$ cat src/rtl/adam_apb_initiator_pkg.sv
// Shared types and constants for the APB initiator: state encoding, default
// geometry and the command/response payload records at default widths.
package adam_apb_initiator_pkg;

  localparam int unsigned DEFAULT_ADDR_WIDTH = 32;
  localparam int unsigned DEFAULT_DATA_WIDTH = 32;
  localparam int unsigned DEFAULT_STRB_WIDTH = DEFAULT_DATA_WIDTH / 8;
  localparam int unsigned DEFAULT_TIMEOUT    = 256;

  localparam int unsigned STATE_WIDTH = 3;
  typedef logic [STATE_WIDTH-1:0] state_t;

  localparam state_t IDLE   = 3'd0;
  localparam state_t SETUP  = 3'd1;
  localparam state_t ACCESS = 3'd2;
  localparam state_t RESP   = 3'd3;
  localparam state_t PAUSED = 3'd4;

  typedef struct packed {
    logic [DEFAULT_ADDR_WIDTH-1:0] addr;
    logic                          write;
    logic [DEFAULT_DATA_WIDTH-1:0] wdata;
    logic [DEFAULT_STRB_WIDTH-1:0] strb;
  } cmd_t;

  typedef struct packed {
    logic [DEFAULT_DATA_WIDTH-1:0] rdata;
    logic                          err;
  } rsp_t;

  // Strobes only carry meaning on writes; reads always present zero.
  function automatic logic [DEFAULT_STRB_WIDTH-1:0] apb_strb(
    input logic                          write,
    input logic [DEFAULT_STRB_WIDTH-1:0] strb
  );
    return write ? strb : '0;
  endfunction

endpackage

$ cat src/rtl/adam_apb_watchdog.sv
// Saturating ACCESS-wait counter; flags the TIMEOUT-th consecutive cycle
// without pready so the transfer can be abandoned at the end of that cycle.
module adam_apb_watchdog
  import adam_apb_initiator_pkg::*;
#(
  parameter int unsigned TIMEOUT = DEFAULT_TIMEOUT
) (
  input  logic clk,
  input  logic rst_n,
  input  logic clear,
  input  logic enable,
  output logic expired_c
);

  localparam int unsigned CW = $clog2(TIMEOUT + 1);
  localparam logic [CW-1:0] LIMIT = CW'(TIMEOUT);
  localparam logic [CW-1:0] LAST  = CW'(TIMEOUT - 1);

  logic [CW-1:0] count;

  always_ff @(posedge clk or negedge rst_n) begin
    if (!rst_n) begin
      count <= '0;
    end else if (clear) begin
      count <= '0;
    end else if (enable && (count != LIMIT)) begin
      count <= count + CW'(1);
    end
  end

  assign expired_c = enable && (count >= LAST);

endmodule

$ cat src/rtl/adam_apb_initiator.sv
// APB requester: valid/ready command in, SETUP/ACCESS transfer out, response
// returned on a valid/ready stream; parks the bus on pause between transfers.
module adam_apb_initiator
  import adam_apb_initiator_pkg::*;
#(
  parameter int unsigned ADDR_WIDTH = DEFAULT_ADDR_WIDTH,
  parameter int unsigned DATA_WIDTH = DEFAULT_DATA_WIDTH,
  parameter int unsigned TIMEOUT    = DEFAULT_TIMEOUT
) (
  input  logic                    clk,
  input  logic                    rst_n,
  input  logic                    pause_req,
  output logic                    pause_ack,
  input  logic                    cmd_valid,
  output logic                    cmd_ready,
  input  logic [ADDR_WIDTH-1:0]   cmd_addr,
  input  logic                    cmd_write,
  input  logic [DATA_WIDTH-1:0]   cmd_wdata,
  input  logic [DATA_WIDTH/8-1:0] cmd_strb,
  output logic                    rsp_valid,
  input  logic                    rsp_ready,
  output logic [DATA_WIDTH-1:0]   rsp_rdata,
  output logic                    rsp_err,
  output logic [ADDR_WIDTH-1:0]   paddr,
  output logic                    pwrite,
  output logic [DATA_WIDTH-1:0]   pwdata,
  output logic [DATA_WIDTH/8-1:0] pstrb,
  output logic [2:0]              pprot,
  output logic                    psel,
  output logic                    penable,
  input  logic                    pready,
  input  logic [DATA_WIDTH-1:0]   prdata,
  input  logic                    pslverr
);

  localparam int unsigned STRB_WIDTH = DATA_WIDTH / 8;

  typedef struct packed {
    logic [ADDR_WIDTH-1:0] addr;
    logic                  write;
    logic [DATA_WIDTH-1:0] wdata;
    logic [STRB_WIDTH-1:0] strb;
  } apb_req_t;

  typedef struct packed {
    logic                  valid;
    logic [DATA_WIDTH-1:0] rdata;
    logic                  err;
  } rsp_rec_t;

  state_t   state, next_state;
  apb_req_t req_q, req_d;
  rsp_rec_t rsp_q, rsp_d;
  logic     psel_d, penable_d, pause_ack_d;
  logic     run_q;
  logic     wd_clear, wd_enable, wd_expired;

  // run_q keeps cmd_ready low while reset is asserted and for the first edge after.
  assign cmd_ready = (state == IDLE) && !pause_req && run_q;
  assign wd_clear  = cmd_valid && cmd_ready;
  assign wd_enable = (state == ACCESS) && !pready;

  adam_apb_watchdog #(
    .TIMEOUT (TIMEOUT)
  ) u_watchdog (
    .clk       (clk),
    .rst_n     (rst_n),
    .clear     (wd_clear),
    .enable    (wd_enable),
    .expired_c (wd_expired)
  );

  always_comb begin
    next_state = state;
    req_d      = req_q;
    rsp_d      = rsp_q;
    psel_d     = psel;
    penable_d  = penable;
    case (state)
      IDLE: begin
        if (pause_req) begin
          next_state = PAUSED;
        end else if (cmd_valid && cmd_ready) begin
          next_state  = SETUP;
          req_d.addr  = cmd_addr;
          req_d.write = cmd_write;
          req_d.wdata = cmd_wdata;
          req_d.strb  = cmd_write ? cmd_strb : '0;
          psel_d      = 1'b1;
          penable_d   = 1'b0;
        end
      end
      SETUP: begin
        next_state = ACCESS;
        penable_d  = 1'b1;
      end
      ACCESS: begin
        // A timed-out transfer reports an error with no data.
        if (pready || wd_expired) begin
          next_state  = RESP;
          psel_d      = 1'b0;
          penable_d   = 1'b0;
          rsp_d.valid = 1'b1;
          rsp_d.err   = pready ? pslverr : 1'b1;
          rsp_d.rdata = (pready && !req_q.write) ? prdata : '0;
        end
      end
      RESP: begin
        if (rsp_ready) begin
          next_state  = IDLE;
          rsp_d.valid = 1'b0;
        end
      end
      PAUSED: begin
        if (!pause_req) begin
          next_state = IDLE;
        end
      end
      default: begin
        next_state = IDLE;
        psel_d     = 1'b0;
        penable_d  = 1'b0;
      end
    endcase
    pause_ack_d = (next_state == PAUSED);
  end

  always_ff @(posedge clk or negedge rst_n) begin
    if (!rst_n) begin
      state     <= IDLE;
      req_q     <= '0;
      rsp_q     <= '0;
      psel      <= 1'b0;
      penable   <= 1'b0;
      pause_ack <= 1'b0;
      run_q     <= 1'b0;
    end else begin
      state     <= next_state;
      req_q     <= req_d;
      rsp_q     <= rsp_d;
      psel      <= psel_d;
      penable   <= penable_d;
      pause_ack <= pause_ack_d;
      run_q     <= 1'b1;
    end
  end

  assign paddr     = req_q.addr;
  assign pwrite    = req_q.write;
  assign pwdata    = req_q.wdata;
  assign pstrb     = req_q.strb;
  assign pprot     = 3'b000;
  assign rsp_valid = rsp_q.valid;
  assign rsp_rdata = rsp_q.rdata;
  assign rsp_err   = rsp_q.err;

endmodule
$ cat config.mk
export PLATFORM = sky130hd
export DESIGN_NAME = adam_apb_initiator
export DESIGN_NICKNAME = d
export VERILOG_FILES = /design/src/rtl/adam_apb_initiator_pkg.sv /design/src/rtl/adam_apb_watchdog.sv /design/src/rtl/adam_apb_initiator.sv
export SDC_FILE = /design/constraint.sdc
export NUM_CORES = 1
export LEC_CHECK = 0
export BUFFER_PORTS_ARGS = -buffer_cell sky130_fd_sc_hd__buf_2
export CORE_UTILIZATION = 46
export DETAILED_ROUTE_END_ITERATION = 8
export PLACE_DENSITY = 0.85
export RECOVER_POWER = 100
export SYNTH_ARGS = -nofsm -noshare
export SYNTH_HDL_FRONTEND = slang
export SYNTH_SLANG_ARGS = --single-unit
$ cat constraint.sdc
create_clock -name clk -period 2.7 [get_ports clk]
set_clock_uncertainty 0.05 [all_clocks]
set_input_delay 0.54 -clock clk [delete_from_list [all_inputs] [get_ports clk]]
set_output_delay 0.54 -clock clk [all_outputs]
set_load 0.02 [all_outputs]
# Yosys cells after proc, flatten, opt, wreduce, memory -nomap -nowiden
# Index checks and enable logic that the tools add are counted.
word_totals:
  regBits: 119
  output_inout_bits: 110
  elab_cells: 70
classes:
  add_sub_neg: 1
  order_cmp: 1
  n_eq_ne: 10
  n_mux: 21
  bitwise_logic: 3
  n_reduce_logical: 21
ops:
  columns: ["cell", "n"]
  rows:
  - ["two-way mux 34 bit", 1]
  - ["two-way mux 32 bit", 1]
  - ["two-way mux 9 bit", 2]
  - ["two-way mux 3 bit", 5]
  - ["case mux 3 bit (5 select lines)", 1]
  - ["adder 9 x 1 -> 9 bit, second input constant", 1]
  - [">= comparator 9 x 8 -> 1 bit, second input constant", 1]
  - ["inequality test 9 bit, second input constant", 1]
  - ["AND reduction 4 bit", 2]
  - ["logical AND 1 bit", 7]
  - ["two-way mux 1 bit", 7]
  - ["equality test 3 x 2 -> 1 bit, second input constant", 2]
  - ["equality test 3 bit, second input constant", 2]
  - ["AND reduction 3 bit", 2]
  - ["two-way mux 4 bit", 1]
  - ["inequality test 2 x 1 -> 1 bit, second input constant", 2]
  - ["inequality test 2 bit, second input constant", 2]
  - ["case mux 1 bit (4 select lines)", 1]
  - ["nonzero test 2 bit", 2]
  - ["equality test 3 x 1 -> 1 bit, second input constant", 1]
  - ["zero test 1 bit", 3]
  - ["zero test 3 bit", 1]
  - ["NOT 1 bit", 3]
  - ["case mux 1 bit (3 select lines)", 1]
  - ["5 further kinds", 5]

# Depth between registers and ports, before layout
depth:
  ltp_word: 8
  mapped_depth: 9

# Modules after synthesis
# Synthesis repeated with hierarchy kept, for this count alone.
hier_totals:
  hier_cells: 396
  area_unflattened_um2: 5227.5
by_module_without_submodules:
  columns: ["mod", "n_inst", "cells_each", "area_each_um2"]
  rows:
  - ["adam_apb_initiator", 1, 341, 4680.7]
  - ["adam_apb_watchdog", 1, 55, 546.8]

# Worst setup path before layout
# No wires, ideal clock.
synth_path:
  kind: "flip-flop to flip-flop"
  startpoint: "reg u_watchdog.count[3]"
  endpoint: "reg rsp_q (netlist bit rsp_err)"
  setup_ns: 0.133
  t_arrival_ns: 1.954
  setup_slack_ns: 0.563
  stages_incl_launch_ff: 10
  cell_sequence: "dfrtp_1 and4_1 and4_1 ha_1 nor3_1 o31ai_1 nand2b_1 clkbuf_1 clkbuf_1 a21oi_1"
synth_via:
  elab_chain_len: 4
synth_rtl:
  columns: ["element", "line_no", "text"]
  rows:
  - ["start: declaration", "adam_apb_watchdog.sv:19", "logic [CW-1:0] count;"]
  - ["start signal: assignment", "adam_apb_watchdog.sv:27", "count <= count + CW'(1);"]
  - [">= comparator 9 x 8 -> 1 bit", "adam_apb_watchdog.sv:31", "assign expired_c = enable && (count >= LAST);"]
  - ["logical AND 1 bit", "adam_apb_watchdog.sv:31", null]
  - ["logical OR 1 bit", "adam_apb_initiator.sv:99", "if (pready || wd_expired) begin"]
  - ["AND reduction 2 bit (no source line)", null, null]
  - ["end signal: assignment", "adam_apb_initiator.sv:140", "rsp_q <= rsp_d;"]
  - ["end: declaration", "adam_apb_initiator.sv:53", "rsp_rec_t rsp_q, rsp_d;"]
# Every way passes these cells.
# A chain may end at the register's enable or synchronous reset.

# Worst setup path after layout
layout_path:
  startpoint: "reg state[0]"
  endpoint: "out cmd_ready"
layout_via:
  elab_chain_len: 3
layout_rtl:
  columns: ["element", "line_no", "text"]
  rows:
  - ["start: declaration", "adam_apb_initiator.sv:51", "state_t state, next_state;"]
  - ["start signal: assignment", "adam_apb_initiator.sv:138", "state <= next_state;"]
  - ["zero test 3 bit", "adam_apb_initiator.sv:59", "assign cmd_ready = (state == IDLE) && !pause_req && run_q;"]
  - ["logical AND 1 bit (2 in series)", "adam_apb_initiator.sv:59", null]
  - ["end: declaration", "adam_apb_initiator.sv:15", "output logic cmd_ready,"]
# Every way passes these cells.

==> metrics list <==
* Outcome: finished clean
- Summed over all failing endpoints, the final setup total negative slack is 0 ns.
- Number of buffers and inverters on the critical path: 1
- Sequential elements use 63.7% of the synthesized area.
- Final hold violation count: 0
- The via count of the first global-routing pass came to 4005.
- Derived from the worst setup path, the maximum achievable clock frequency is 408 MHz.
* Antenna Violating Nets Remaining: 0
* Static leakage power: 3.29 nW
- Drt pass-1 iters: 4
- After legalization and detailed placement, the total HPWL measured 8.40 mm.
- First-pass GRT wire length: 18.6 mm
- Yosys mapped the design onto 37 distinct sky130hd cell types.
* Synth area leader: sky130_fd_sc_hd__dfrtp_1
* Clock tree root buffer cell: sky130_fd_sc_hd__clkbuf_8
- Width of the die: 103 µm
- Synthesis handed over a netlist of 467 instances.
- The worst setup path is captured at a primary output.
- Core area: 9820 µm²
- At the worst endpoint, the required time is 2.11 ns.
* Routed wire length: 12.1 mm
* Clock sinks: 119
- GR Overflow Total: 0
- In the final design database the tool counted 795 nets.
- Starting density of the core: 47.6%
- Average detailed-routed wire length per instance: 14.6 µm
* Post-CTS clock slew at the launch and capture registers of the worst setup and hold paths: 0.06 ns
- CTS Buffer Depth: 2
* Worst hold margin: 0.169 ns
- Count of warnings emitted by yosys: 0
* Initial DRC Count: 97
- The final route contains 4133 vias.
* Initial antenna violation count: 0
* Antenna cell count: 0
* Classification of the worst setup path: reg2out
* Number of buffers inserted by port buffering: 214
- Post-CTS Repair Setup Buffers: 0
- Entering global routing, the biggest net connects 53 pins.
- The share of synthesized area in the top cell type comes to 63.7%.
* Signal arrival time at the worst endpoint: 1.86 ns
- CTS tree: yes
- Worst Max-Slew Pin Slew: 1.03 ns
- Cell Pwr Density: 1230 nW/µm²
- Die Y: 103 µm
- Ports: 218
- RSZ-0062 raised after global routing: no
- Total Routing Usage GR: 23.3%
- Kind of path behind the tightest hold check: in2reg
* Maximum Capacitance Violations: 0
* Maximum fanout along the worst path: 11
* Average footprint of a synthesized cell: 10.0 µm²
- For the worst-skew pair, the clock arrives at the later sink with an insertion delay of 0.50 ns.
- CTS built an H-tree with a depth of 4.
- Measured against its own limit, the worst slew margin works out to 31.4%.
- In this design, the stage delay of the slowest critical-path cell is 0.48 ns.
- Utilization after layout: 64.2%
- Synthesis-stage register bit count: 119
- Placer congestion estimate: 0.880
- The floorplan step defined a die boundary enclosing 10600 µm².
- Across the VDD grid, the largest voltage drop is 529 µV.
* Post-CTS Hold Buffers: 1
- Number of filler instances in the final layout: 849
* Total CTS buffers: 17
- Synth-to-Final Area Change: 34.9%
- In the routed design, unresolved DRC markers number 0.
- PostCTS Resize Cnt: 0
- STA classifies the critical path startpoint as a register.
* Max Transition Viols Final: 0
- Slowest stage cell, crit path: sky130_fd_sc_hd__dfrtp_1
* Part of the cycle the worst path needs: 90.7%
- The kind of cell with the highest combined delay along the critical path is simple AND/OR/NAND/NOR gates.
- Fraction of layout instances using a drive strength above 1: 20.5%
* Period minus WS final: 2.45 ns
- Top area cells in the synthesized netlist: sky130_fd_sc_hd__dfrtp_1 64%, sky130_fd_sc_hd__nand2_1 17%, sky130_fd_sc_hd__a22o_1 6.0%
* Final setup violation count: 0
- Detail-routed via count per cell: 4.98
- Core Rows: 36
- The critical path goes through nor2_1, and3_1, clkbuf_1.
* Combined area of all synthesized cells: 4670 µm²
synth_stat cells (all sizes together):
| master | instances |
|---|---|
| a21boi | 1 |
| dfrtp | 119 |
| mux2i | 1 |
| conb | 2 |
| o21ai | 4 |
| or3 | 2 |
| nor4b | 4 |
| ha | 3 |
| nand2b | 3 |
| xor2 | 1 |
| or2b | 1 |
| and2 | 2 |
| a22o | 32 |
| nand4b | 1 |
| buf | 11 |
| clkbuf | 17 |
| and4 | 4 |
| nor3 | 2 |
| and3 | 2 |
| a21oi | 8 |
| nand4 | 3 |
| a211o | 1 |
| nor2 | 5 |
| o211ai | 1 |
| or3b | 1 |
| or4 | 1 |
| o31ai | 1 |
| nor3b | 2 |
| inv | 6 |
| xnor2 | 2 |
| nand2 | 215 |
| nand3 | 5 |
| o32ai | 2 |
| o31a | 2 |
worst min-delay path, delay by kind of cell:
family / cells / cell delay [ns]
and+or+nand+nor: 2 / 0.08
buffers and inverters: 1 / 0.07
layout make-up:
class	count	area [µm²]	area share (%)
Clock buffer	23	447	7.08
Clock inverter	9	125	1.98
Inverter	6	22.5	0.357
Multi-Input combinational cell	316	1560	24.7
Sequential cell	119	2980	47.2
Tap cell	133	166	2.64
Timing Repair Buffer	224	1010	16.0
kinds of logic after synthesis:
family                     count (synthesis)  share of synthesized area (%)
xor gates and xnor gates                   3                          0.562
and+or+nand+nor                          253                           22.6
AOI/OAI and AO/OA                         52                           8.70
DFF                                      119                           63.7
other                                      2                          0.161
buffers and inverters                     34                           3.21
adders and majority gates                  3                          0.803
muxes                                      1                          0.214
path summary, 6_finish.rpt:
check | from | end | slack, ns | cells after the start
setup / recovery | state[0]$_DFF_PN0_ | cmd_ready | 0.25 | 3
hold / removal | cmd_addr[7] | paddr[7]$_DFFE_PN0P_ | 0.17 | 3
setup reg to reg | state[0]$_DFF_PN0_ | paddr[10]$_DFFE_PN0P_ | 0.37 | 5
hold reg to reg | pwdata[14]$_DFFE_PN0P_ | pwdata[14]$_DFFE_PN0P_ | 0.42 | 2
max in group asynchronous | rst_n | paddr[12]$_DFFE_PN0P_ | 0.58 | 3
min in group asynchronous | rst_n | rsp_rdata[14]$_DFFE_PN0P_ | 0.68 | 2
per-layer routing:
metal | part of all wire (%) | track usage [%] | vias up
met5 | 0 | 0 | -
met4 | 1.3 | 10.9 | 0
met3 | 8.6 | 7.46 | 14
met2 | 50 | 39.7 | 188
met1 | 40 | 26.8 | 1970
li1 | - | - | 1961
stage by stage:
step                power [W]  cells  setup slack, ns  area (µm²)
floorplan             0.00464    469            0.563        4680
global placement      0.00563    797            0.663        5880
detailed placement    0.00576    797            0.562        5880
CTS                   0.00799    830            0.326        6460
global route          0.00824    830            0.115        6300
finish                0.00775    830            0.251        6300
layout by cell type, fill, tap and decap left out, types with 2 or more instances in the layout:
cell type,n
sky130_fd_sc_hd__clkbuf_4,2
sky130_fd_sc_hd__clkbuf_2,3
sky130_fd_sc_hd__o31a_1,2
sky130_fd_sc_hd__nand3_1,5
sky130_fd_sc_hd__and3_1,2
sky130_fd_sc_hd__clkbuf_8,2
sky130_fd_sc_hd__nor2_1,5
sky130_fd_sc_hd__buf_2,106
sky130_fd_sc_hd__conb_1,4
sky130_fd_sc_hd__nand2_1,215
sky130_fd_sc_hd__inv_1,6
sky130_fd_sc_hd__and2_0,2
sky130_fd_sc_hd__nand2b_1,3
sky130_fd_sc_hd__or3_1,2
sky130_fd_sc_hd__clkbuf_1,113
sky130_fd_sc_hd__and4_1,4
sky130_fd_sc_hd__bufinv_16,3
sky130_fd_sc_hd__a21oi_1,8
sky130_fd_sc_hd__clkinv_2,4
sky130_fd_sc_hd__o21ai_0,4
sky130_fd_sc_hd__xnor2_1,2
sky130_fd_sc_hd__nor3_1,2
sky130_fd_sc_hd__ha_1,3
sky130_fd_sc_hd__nor4b_1,4
sky130_fd_sc_hd__o32ai_1,2
sky130_fd_sc_hd__dfrtp_1,119
sky130_fd_sc_hd__nand4_1,3
sky130_fd_sc_hd__buf_4,4
sky130_fd_sc_hd__a22o_1,32
sky130_fd_sc_hd__clkbuf_16,16
sky130_fd_sc_hd__clkinvlp_4,2
where the power goes:
part | leakage [nW] | switching, W | total (W) | internal, W
sequential | 1.50 | 0.000485 | 0.00302 | 0.00253
clock | 0.276 | 0.000752 | 0.00217 | 0.00142
combinational | 1.51 | 0.00179 | 0.00256 | 0.000777
total | 3.29 | 0.00302 | 0.00775 | 0.00473
sequential cells by signal, summed over array words and instances (netlist names), 3 cells and up:
| name | flops |
|---|---|
| pwdata | 32 |
| pstrb | 4 |
| rsp_rdata | 32 |
| state | 3 |
| u_watchdog.count | 9 |
| paddr | 32 |
Note: power is estimated with default switching activity, not from simulation.
